[src/rtl/cp0_timer_ctl.sv]
// Coprocessor-0 beside the M stage: SR/Cause/EPC/PRId, Count/Compare timer, exception/interrupt arbitration.
// Optional BadVAddr register (index 8) is built when CP0_BADVADDR_EN is defined.
module cp0_timer_ctl #(
  parameter int unsigned NUM_HWINT = 5,
  parameter logic [31:0] PRID_VAL  = 32'h4255_4141
) (
  input  logic                 clk,
  input  logic                 reset,
  input  logic                 WE,
  input  logic [4:0]           CP0Add,
  input  logic [31:0]          CP0In,
  output logic [31:0]          CP0Out,
  input  logic [31:0]          VPC,
  input  logic                 BDIn,
  input  logic [4:0]           ExcCodeIn,
  input  logic [31:0]          BadVAddrIn,
  input  logic [NUM_HWINT-1:0] HWInt,
  input  logic                 EXLClr,
  output logic [31:0]          EPCOut,
  output logic                 Req,
  output logic                 TimerIrq
);

  localparam int unsigned PW = NUM_HWINT + 1;

  logic [31:0] sr, cause, epc, count, compare;
  logic [31:0] sr_next, cause_next, vpc_adj;
  logic [PW-1:0] pend, mask;
  logic exl, ie, exc_req, int_req;
  logic wr_sr, wr_epc, wr_count, wr_compare;

  assign pend = {TimerIrq, HWInt};
  assign mask = sr[10 +: PW];
  assign exl  = sr[1];
  assign ie   = sr[0];

  assign exc_req = !exl && (ExcCodeIn != 5'd0);
  assign int_req = !exl && ie && (|(pend & mask));
  assign Req     = exc_req | int_req;

  assign vpc_adj = BDIn ? (VPC - 32'd4) : VPC;
  assign EPCOut  = Req ? (vpc_adj & ~32'h3) : epc;

  // mtc0 is dropped whenever an exception/interrupt is taken in the same cycle
  assign wr_sr      = WE && !Req && (CP0Add == 5'd12);
  assign wr_epc     = WE && !Req && (CP0Add == 5'd14);
  assign wr_count   = WE && !Req && (CP0Add == 5'd9);
  assign wr_compare = WE && !Req && (CP0Add == 5'd11);

  always_comb begin
    sr_next = sr;
    if (Req) begin
      sr_next[1] = 1'b1;
    end else begin
      if (EXLClr) sr_next[1] = 1'b0;
      if (wr_sr)  sr_next = CP0In;
    end
  end

  // Pending lines are sampled every cycle; BD and ExcCode only change on a taken request
  always_comb begin
    cause_next          = '0;
    cause_next[31]      = Req ? BDIn : cause[31];
    cause_next[6:2]     = Req ? (int_req ? 5'd0 : ExcCodeIn) : cause[6:2];
    cause_next[10 +: PW] = pend;
  end

  always_ff @(posedge clk or posedge reset) begin
    if (reset) begin
      sr       <= '0;
      cause    <= '0;
      epc      <= '0;
      count    <= '0;
      compare  <= '0;
      TimerIrq <= 1'b0;
    end else begin
      sr    <= sr_next;
      cause <= cause_next;
      if (Req)         epc <= EPCOut;
      else if (wr_epc) epc <= CP0In & ~32'h3;
      count <= wr_count ? CP0In : count + 32'd1;
      if (wr_compare) compare <= CP0In;
      if (wr_compare)
        TimerIrq <= 1'b0;
      else if ((count == compare) && (compare != 32'd0))
        TimerIrq <= 1'b1;
    end
  end

`ifdef CP0_BADVADDR_EN
  logic [31:0] bad_vaddr;

  always_ff @(posedge clk or posedge reset) begin
    if (reset)
      bad_vaddr <= '0;
    else if (exc_req && !int_req && ((ExcCodeIn == 5'd4) || (ExcCodeIn == 5'd5)))
      bad_vaddr <= BadVAddrIn;
  end
`else
  logic unused_badvaddr;
  assign unused_badvaddr = ^BadVAddrIn;
`endif

  always_comb begin
    CP0Out = '0;
    case (CP0Add)
`ifdef CP0_BADVADDR_EN
      5'd8:    CP0Out = bad_vaddr;
`endif
      5'd9:    CP0Out = count;
      5'd11:   CP0Out = compare;
      5'd12:   CP0Out = sr;
      5'd13:   CP0Out = cause;
      5'd14:   CP0Out = epc;
      5'd15:   CP0Out = PRID_VAL;
      default: CP0Out = '0;
    endcase
  end

endmodule

[config.mk]
export PLATFORM = sky130hd
export DESIGN_NAME = cp0_timer_ctl
export DESIGN_NICKNAME = d
export VERILOG_FILES = /design/src/rtl/cp0_timer_ctl.sv
export SDC_FILE = /design/constraint.sdc
export NUM_CORES = 1
export LEC_CHECK = 0
export ABC_AREA = 1
export BUFFER_PORTS_ARGS = -buffer_cell sky130_fd_sc_hd__buf_2
export CORE_AREA = 2 2 130 132
export CTS_CLUSTER_SIZE = 40
export DETAILED_ROUTE_END_ITERATION = 12
export DIE_AREA = 0 0 132 134
export PLACE_DENSITY_LB_ADDON = 0.05
export SYNTH_ARGS = -nofsm -noshare
export SYNTH_HDL_FRONTEND = slang
export SYNTH_SLANG_ARGS = --single-unit
[constraint.sdc]
create_clock -name clk -period 8.5 [get_ports clk]
set_input_delay 0.425 -clock clk [delete_from_list [all_inputs] [get_ports clk]]
set_output_delay 0.425 -clock clk [all_outputs]
set_load 0.1 [all_outputs]
==> metrics.md, run 1 <==
| Metric | Value |
|---|---|
| Area of the core | `0.01629 mm^2` |
| Layout area overhead | `17.24%` |
| Post-synth top cells | `570 x nand2_1, 141 x dfrtp_1, 131 x inv_1` |
| Max_cap viols | `0` |
| Drt drc | `0` |
| Port Buf Inserts | `approximately 150` |
| Worst Hold Path EP | `cause[14]$_DFF_PP0_` |
| Total die area | `around 0.018 mm^2` |
| Fin crit share | `about two fifths` |
| Number of routed nets with antenna violations | `0` |
| Initial antenna violation count | `1` |
| CP Data Required Time | `between 8 and 9 ns` |
| Slew headroom | `approximately 26%` |
| Count leader, synth | `nand2_1` |
| CTS tree | `built` |
| First-pass GRT wire length | `approximately 47,000 um` |
| Cells after Synth | `around 1,300` |
| Post-synth EDFFs | `0` |
| Netlist cell types | `37` |
| Final #Nets | `around 1,600` |
| Hold path startpoint | `HWInt[4]` |
| Hold bufs inserted after CTS | `0` |
| DP Cell Count | `roughly 1,700` |
| Clock Path Buffers | `2` |
| Grt ovf | `0` |
| Drt pass-1 iters | `5` |
| Cell taking the most area after synthesis | `dfrtp_1` |
| RSZ-0062 raised after global routing | `no` |
| Critical Path Start Type | `flip-flop` |
| Filler cells | `~1,600` |
| PwrDens | `between 300 and 400 mW/mm^2` |
| Clock-pin slew on the worst setup and hold paths | `0.06 ns` |
| Final Max Tran Viols | `0` |
| Non-filler cells, final | `around 1,700` |
| Status | `finished, final reports clean` |
| CP Capture Type | `output port` |
| Dpl hpwl | `about 22,000 um` |
| Total track usage | `34.03%` |
| Number of synthesized register bits | `about 140` |
| DR iter-0 viols | `970` |
| Peak supply drop | `between 0.0002 and 0.0003 V` |
| Multi-input gate area | `between 0.004 and 0.005 mm^2` |
| Die height | `134 um` |
| Reg2Reg Setup Slack | `around 5.6 ns` |
| Sequential cell area fraction in the yosys report | `39.86%` |
| Reg-to-reg endpoint | `count[14]$_DFF_PP0_` |
| Vias in the first global route | `8,551` |
| Die width | `roughly 130 um` |
| Core Util, Final | `between 60 and 70%` |
| Largest cells by area after synthesis | `dfrtp_1 40%, nand2_1 24%, inv_1 5.6%` |
| CTS Sinks | `between 100 and 150` |
| Crit path max fanout | `53` |
| Placement row count | `47` |
| WL per Instance | `around 18 um` |
| Pin count of the biggest net entering global routing | `between 70 and 80` |
| Slew of the pin with the lowest slew margin | `1.112 ns` |
| Worst Hold Path Cells | `1` |
| Top FF cell, synth | `dfrtp_1` |
| Setup Crit Path Kind | `flip-flop to output port` |
| Clock period minus final worst setup slack | `about 3.4 ns` |
| Via count | `between 9,000 and 10,000` |
| Clk_lat worst skew | `0.43 ns` |
| Post-Route Setup TNS | `0 ns` |
| Fmax | `between 0.2 and 0.3 GHz` |
| Finished Cell Area | `0.01038 mm^2` |
| I/O pins | `182` |
| Post-Route WL | `around 30,000 um` |
| Syn nets | `1,449` |
| Endpoints failing setup | `0` |
| Share of the synthesized area in the top cell type | `approximately 40%` |
| Vias per cell | `approximately 5.4` |
| FF-to-FF Start | `TimerIrq$_DFFE_PP0P_` |
| Placed inst area | `around 0.0097 mm^2` |
| Post-CTS Setup Bufs | `0` |
| Synth warnings | `0` |
| CTS buffer count | `17` |
| Clock skew | `~0.0078 ns` |
| Fraction of layout instances using a drive strength above 1 | `13.70%` |
| Pleak | `5.274 nW` |
| Syn Area/Cell | `6.651 um^2` |
| Resized Gates After CTS | `0` |
| Ys async rst share | `100.0%` |
| Initial core utilization | `about 54%` |
| Fin. Hold Viols | `0` |
| RePlAce Congestion | `about 0.95` |
| Worst hold path type | `input pin to flip-flop` |
| Post-Syn Area | `between 0.008 and 0.009 mm^2` |
| Cells on worst reg2reg path | `9` |
| Htree depth | `4` |
| CTS Root Cell | `clkbuf_16` |
| Arrival time worst endpoint | `between 2 and 3 ns` |
| Reg area | `0.003528 mm^2` |
## worst max-delay path, stage by stage, from the launching register on
cell	delay, ns
dfrtp_1	0.45
nand2_1	0.11
nand3_1	0.14
o21bai_4	0.29
nand2_4	0.37
inv_1	0.17
buf_4	0.33
nand2_1	0.10
nand2_1	0.12
buf_2	0.44
## cells by family (layout without fill, tap and decap cells)
group	Yosys count	in the layout	synth area share (%)
flip-flops	141	141	39.86
adder cells (fa/ha/maj)	2	2	0.2826
AO/OA/AOI/OAI	154	154	10.37
AND/OR/NAND/NOR	811	811	36.86
buffers and inverters	180	323	8.367
other	0	2	0
XOR/XNOR	43	43	4.254
## cells in the final DEF (no fill, tap or decap), types with 8 or more instances in the layout
master     count
nand2_1      570
buf_2        147
dfrtp_1      141
inv_1        130
nor2_1       110
nand3_1       83
o21ai_0       81
xor2_1        25
nor3_1        24
a21oi_1       18
xnor2_1       18
clkbuf_16     17
o2111ai_1     15
nand4_1       10
o21ai_1        9
o211ai_1       9
o22ai_1        8
o221ai_1       8
buf_4          8
## report_power, final
part | total, mW | leakage [nW] | switching [mW] | internal (mW)
Clock | 0.854 | 0.324 | 0.302 | 0.552
Combinational | 1.75 | 3.24 | 1.38 | 0.371
Sequential | 1.15 | 1.71 | 0.229 | 0.921
## per-stage QoR
step	power [mW]	hold WS (ns)	worst slack, ns
global placement	2.863	0.4614	5.551
finish	3.757	0.1148	5.104
detailed placement	2.884	0.4653	5.542
global route	3.955	0.1118	4.908
CTS	3.746	0.1107	5.159
floorplan	2.514	0.4491	3.755
## per-layer routing
metal  global-route usage (%)  vias to the layer above  routed length (um)
met3                    6.274                       54                2479
met1                    49.34                     4276               13350
met4                    9.118                        0                 669
met2                    52.63                      414               13300
met5                        0                        -                   0
li1                         -                     4478                   -
## final cells by class
cell class / count / share of cell area, %
antenna: 2 / 0.04822
clock buffer: 18 / 4.135
clock inverter: 14 / 2.327
inverter: 136 / 4.967
multi-input combinational: 1010 / 44.21
sequential: 141 / 34.00
tap: 220 / 2.652
timing repair buffer: 155 / 7.667
## state kept, by name, summed over array words and instances, names as in the netlist
signal and count:
epc 32, compare 32, sr 32, cause 12, count 32, TimerIrq 1
## worst max path at each step
stage,cells after the start,startpoint,endpoint,slack [ns]
2_1_floorplan,6,TimerIrq$_DFFE_PP0P_,EPCOut[15],3.75
5_1_grt,9,TimerIrq$_DFFE_PP0P_,EPCOut[16],4.91
3_5_place_dp,10,HWInt[3],EPCOut[16],5.54
4_1_cts,9,TimerIrq$_DFFE_PP0P_,EPCOut[16],5.16
3_3_place_gp,10,HWInt[0],EPCOut[20],5.55
6_report,9,TimerIrq$_DFFE_PP0P_,EPCOut[9],5.10
No activity file was read; power rests on OpenSTA's default activity.
==> run 2, diff against run 1 <==
--- a/config.mk
+++ b/config.mk
@@ -7,10 +7,10 @@
 export LEC_CHECK = 0
 export ABC_AREA = 1
 export BUFFER_PORTS_ARGS = -buffer_cell sky130_fd_sc_hd__buf_2
-export CORE_AREA = 2 2 130 132
+export CORE_AREA = 2 2 135 137
 export CTS_CLUSTER_SIZE = 40
 export DETAILED_ROUTE_END_ITERATION = 12
-export DIE_AREA = 0 0 132 134
+export DIE_AREA = 0 0 137 139
 export PLACE_DENSITY_LB_ADDON = 0.05
 export SYNTH_ARGS = -nofsm -noshare
 export SYNTH_HDL_FRONTEND = slang
==> constraint.sdc (replaced) <==
create_clock -name clk -period 2.8 [get_ports clk]
set_input_delay 0.14 -clock clk [delete_from_list [all_inputs] [get_ports clk]]
set_output_delay 0.14 -clock clk [all_outputs]
set_load 0.1 [all_outputs]
==> run 2 against run 1 <==
Count of clock-buffer cells in the layout fell by 1; via count grew 0.38%; non-clock buffer count rose by 40; routed wire length increased by 0.86%; global-route usage is 1.6 points lower; sequential power rose to 3.0 times the previous value; power grew to 3.2 times the previous value; core utilization down 1.2 points; combinational power rose to 3.5 times the previous value; setup slack lost 4.9 ns; first-iteration DRC count shrank 14%.
==> metrics.md, run 2 (synthesis results as in run 1) <==
| Metric | Value |
|---|---|
| Status | `finished, final reports clean` |
| Fin. Hold Viols | `0 (unchanged)` |
| Drt drc | `0 (unchanged)` |
| Via count | `9,257 (+0.38%)` |
| Post-CTS Setup Bufs | `0 (unchanged)` |
| Final #Nets | `1,619 (+2.5%)` |
| Crit-path cells | `inv_1 > nand2_1 > o21bai_4 > nand2_4 > buf_4 > nand3_1 > o21ai_2 > clkbuf_4` |
| CP Data Required Time | `2.66 ns (-5.42 ns)` |
| Core Util, Final | `62.51% (-1.2 points)` |
| Clock power share | `19.8% (-2.9 points)` |
| PnR worst setup slack | `0.1596 ns (-4.944 ns)` |
| Arrival time worst endpoint | `2.50 ns (-0.47 ns)` |
| I/O pins | `182 (unchanged)` |
| Vias in the first global route | `8,622 (+0.83%)` |
| Initial core utilization | `50.13% (-4.2 points)` |
| CP Capture Type | `output port` |
| Post-Route WL | `30,060 um (+0.86%)` |
| Port Buf Inserts | `147 (unchanged)` |
| Initial antenna violation count | `0 (-1)` |
| Grt ovf | `0 (unchanged)` |
| Htree depth | `4 (unchanged)` |
| Ant diodes | `0 (-2)` |
| Area of the core | `0.01766 mm^2 (+8.4%)` |
| Switch share | `50.01% (-0.90 points)` |
| Filler cells | `1,670 (+5.8%)` |
| Fin crit share | `between 90 and 100%` |
| First-pass GRT wire length | `47,440 um (+1.4%)` |
| Max_cap viols | `0 (unchanged)` |
| Slew headroom | `42.91% (+17 points)` |
| Worst hold path type | `input pin to flip-flop` |
| Clk_lat worst skew | `0.43 ns (about the same)` |
| Internal power | `5.995 mW (+230%)` |
| Total die area | `0.01904 mm^2 (+7.7%)` |
| WL per Instance | `17.24 um (-1.9%)` |
| Flop pwr share | `29.2% (-1.4 points)` |
| Post-place setup slack | `0.3856 ns (-5.156 ns)` |
| Die width | `137 um (+3.8%)` |
| PwrDens | `1086 mW/mm^2 (+200%)` |
| Total track usage | `32.46% (-1.6 points)` |
| Pleak | `5.526 nW (+4.8%)` |
| RePlAce Congestion | `0.9684 (+2.3%)` |
| Post-Route Setup TNS | `0 ns (unchanged)` |
| CP bufs+invs | `3 (unchanged)` |
| Final Max Tran Viols | `0 (unchanged)` |
| Hold Slack | `0.008866 ns (-0.1060 ns)` |
| Psw | `5.998 mW (+210%)` |
| Crit path max fanout | `33 (-38%)` |
| Layout area overhead | `24.69%` |
| RSZ-0062 raised after global routing | `no` |
| Setup Crit Path Kind | `flip-flop to output port` |
| CTS buffer count | `17 (unchanged)` |
| Number of routed nets with antenna violations | `0 (unchanged)` |
| Vias per cell | `5.311 (-2.3%)` |
| Placement row count | `49 (+4.3%)` |
| Crit path max-delay cell type | `dfrtp_1` |
| Drt pass-1 iters | `6 (+1)` |
| Clock-pin slew on the worst setup and hold paths | `0.07 ns (about the same)` |
| Die height | `139 um (+3.7%)` |
| Critical Path Start Type | `flip-flop` |
| CTS Sinks | `141 (unchanged)` |
| Clock Path Buffers | `2 (unchanged)` |
| Slew of the pin with the lowest slew margin | `0.8545 ns (-0.2576 ns)` |
| Commonest cells after routing, fill and taps aside | `570 x nand2_1, 141 x dfrtp_1, 130 x inv_1` |
| Cell family with most CP delay | `buffers and inverters` |
| CTS tree | `built` |
| Comb power frac | `51.0% (+4.4 points)` |
| Clock period minus final worst setup slack | `2.640 ns` |
| DR iter-0 viols | `830 (-14%)` |
| Fraction of layout instances using a drive strength above 1 | `14.60% (+0.89 points)` |
| CP max stage delay | `0.38 ns (-0.07 ns)` |
| Peak supply drop | `0.0008943 V (+200%)` |
| Fmax | `~0.38 GHz` |
| Pin count of the biggest net entering global routing | `37 (-53%)` |
| Clock skew | `0.01048 ns (+0.002705 ns)` |
| Commonest non-fill, non-tap cell in the layout | `nand2_1` |
| Endpoints failing setup | `0 (unchanged)` |
| CTS Root Cell | `clkbuf_16` |
| Dpl hpwl | `23,240 um (+3.4%)` |
| Final Power | `11.99 mW (+220%)` |
## run 2: cell count changes in the layout (fill, tap and decap cells not counted), sizes merged
cell / before / now
bufinv: 6 / 3
clkinvlp: 1 / 4
inv: 135 / 137
buf: 155 / 166
clkinv: 8 / 7
diode: 2 / 0
clkbuf: 18 / 21
dlygate4sd3: 0 / 25
## run 2: per-layer routing
layer | track usage [%] | up-vias | wire length (um)
li1 | - | 4566 | -
met1 | 48.95 | 4264 | 13720
met2 | 48.26 | 370 | 13220
met3 | 4.788 | 57 | 2388
met4 | 9.170 | 0 | 733
met5 | 0 | - | 0
## run 2: stage by stage
| step | instance area [um^2] | std cells |
|---|---|---|
| after floorplan | 8867 | 1331 |
| after global placement | 10160 | 1686 |
| after detailed placement | 10160 | 1686 |
| after CTS | 11030 | 1743 |
| after global routing | 11040 | 1743 |
| final | 11040 | 1743 |
## run 2: worst min-delay path: cells and delay by family
| kind | cells | cell delay, ns |
|---|---|---|
| buf+inv | 1 | 0.15 |
| simple gates | 2 | 0.11 |
## run 2: area by class of cell
type                       count  area (um^2)  share of cell area [%]
clock buffer                  17        425.4                   3.854
timing repair buffer         195         1496                   13.56
clock inverter                15        187.7                   1.700
inverter                     136        514.2                   4.659
multi-input combinational   1010         4599                   41.67
sequential                   141         3528                   31.97
tap                          229        286.5                   2.596
## run 2: timing repair
| action | CTS | global route |
|---|---|---|
| hold endpoints to repair | 67 | 0 |
| resized for setup | 0 | 4 |
| hold buffers | 25 | 0 |
| setup endpoints to repair | 0 | 4 |
## run 2: final timing paths
check,from,endpoint,slack [ns],cells past startpoint
worst max-delay path,sr[1]$_DFFE_PP0P_,EPCOut[22],0.16,8
worst min-delay path,CP0In[2],count[2]$_DFF_PP0_,0.009,3
worst max register to register,TimerIrq$_DFFE_PP0P_,epc[13]$_DFFE_PP0P_,0.34,10
worst min register to register,TimerIrq$_DFFE_PP0P_,cause[15]$_DFF_PP0_,0.45,0
max in group asynchronous,reset,epc[21]$_DFFE_PP0P_,1.51,4
min in group asynchronous,reset,compare[4]$_DFFE_PP0P_,0.42,3
## run 2: power groups by stage
| stage | Sequential, mW | Combinational [mW] | Clock [mW] |
|---|---|---|---|
| after global placement | 3.49 | 5.98 | 0 |
| after detailed placement | 3.50 | 6.02 | 0 |
| after CTS | 3.48 | 6.09 | 2.39 |
| after global routing | 3.59 | 6.53 | 2.49 |
| final | 3.50 | 6.11 | 2.38 |
| after floorplan | 3.31 | 4.35 | 0 |
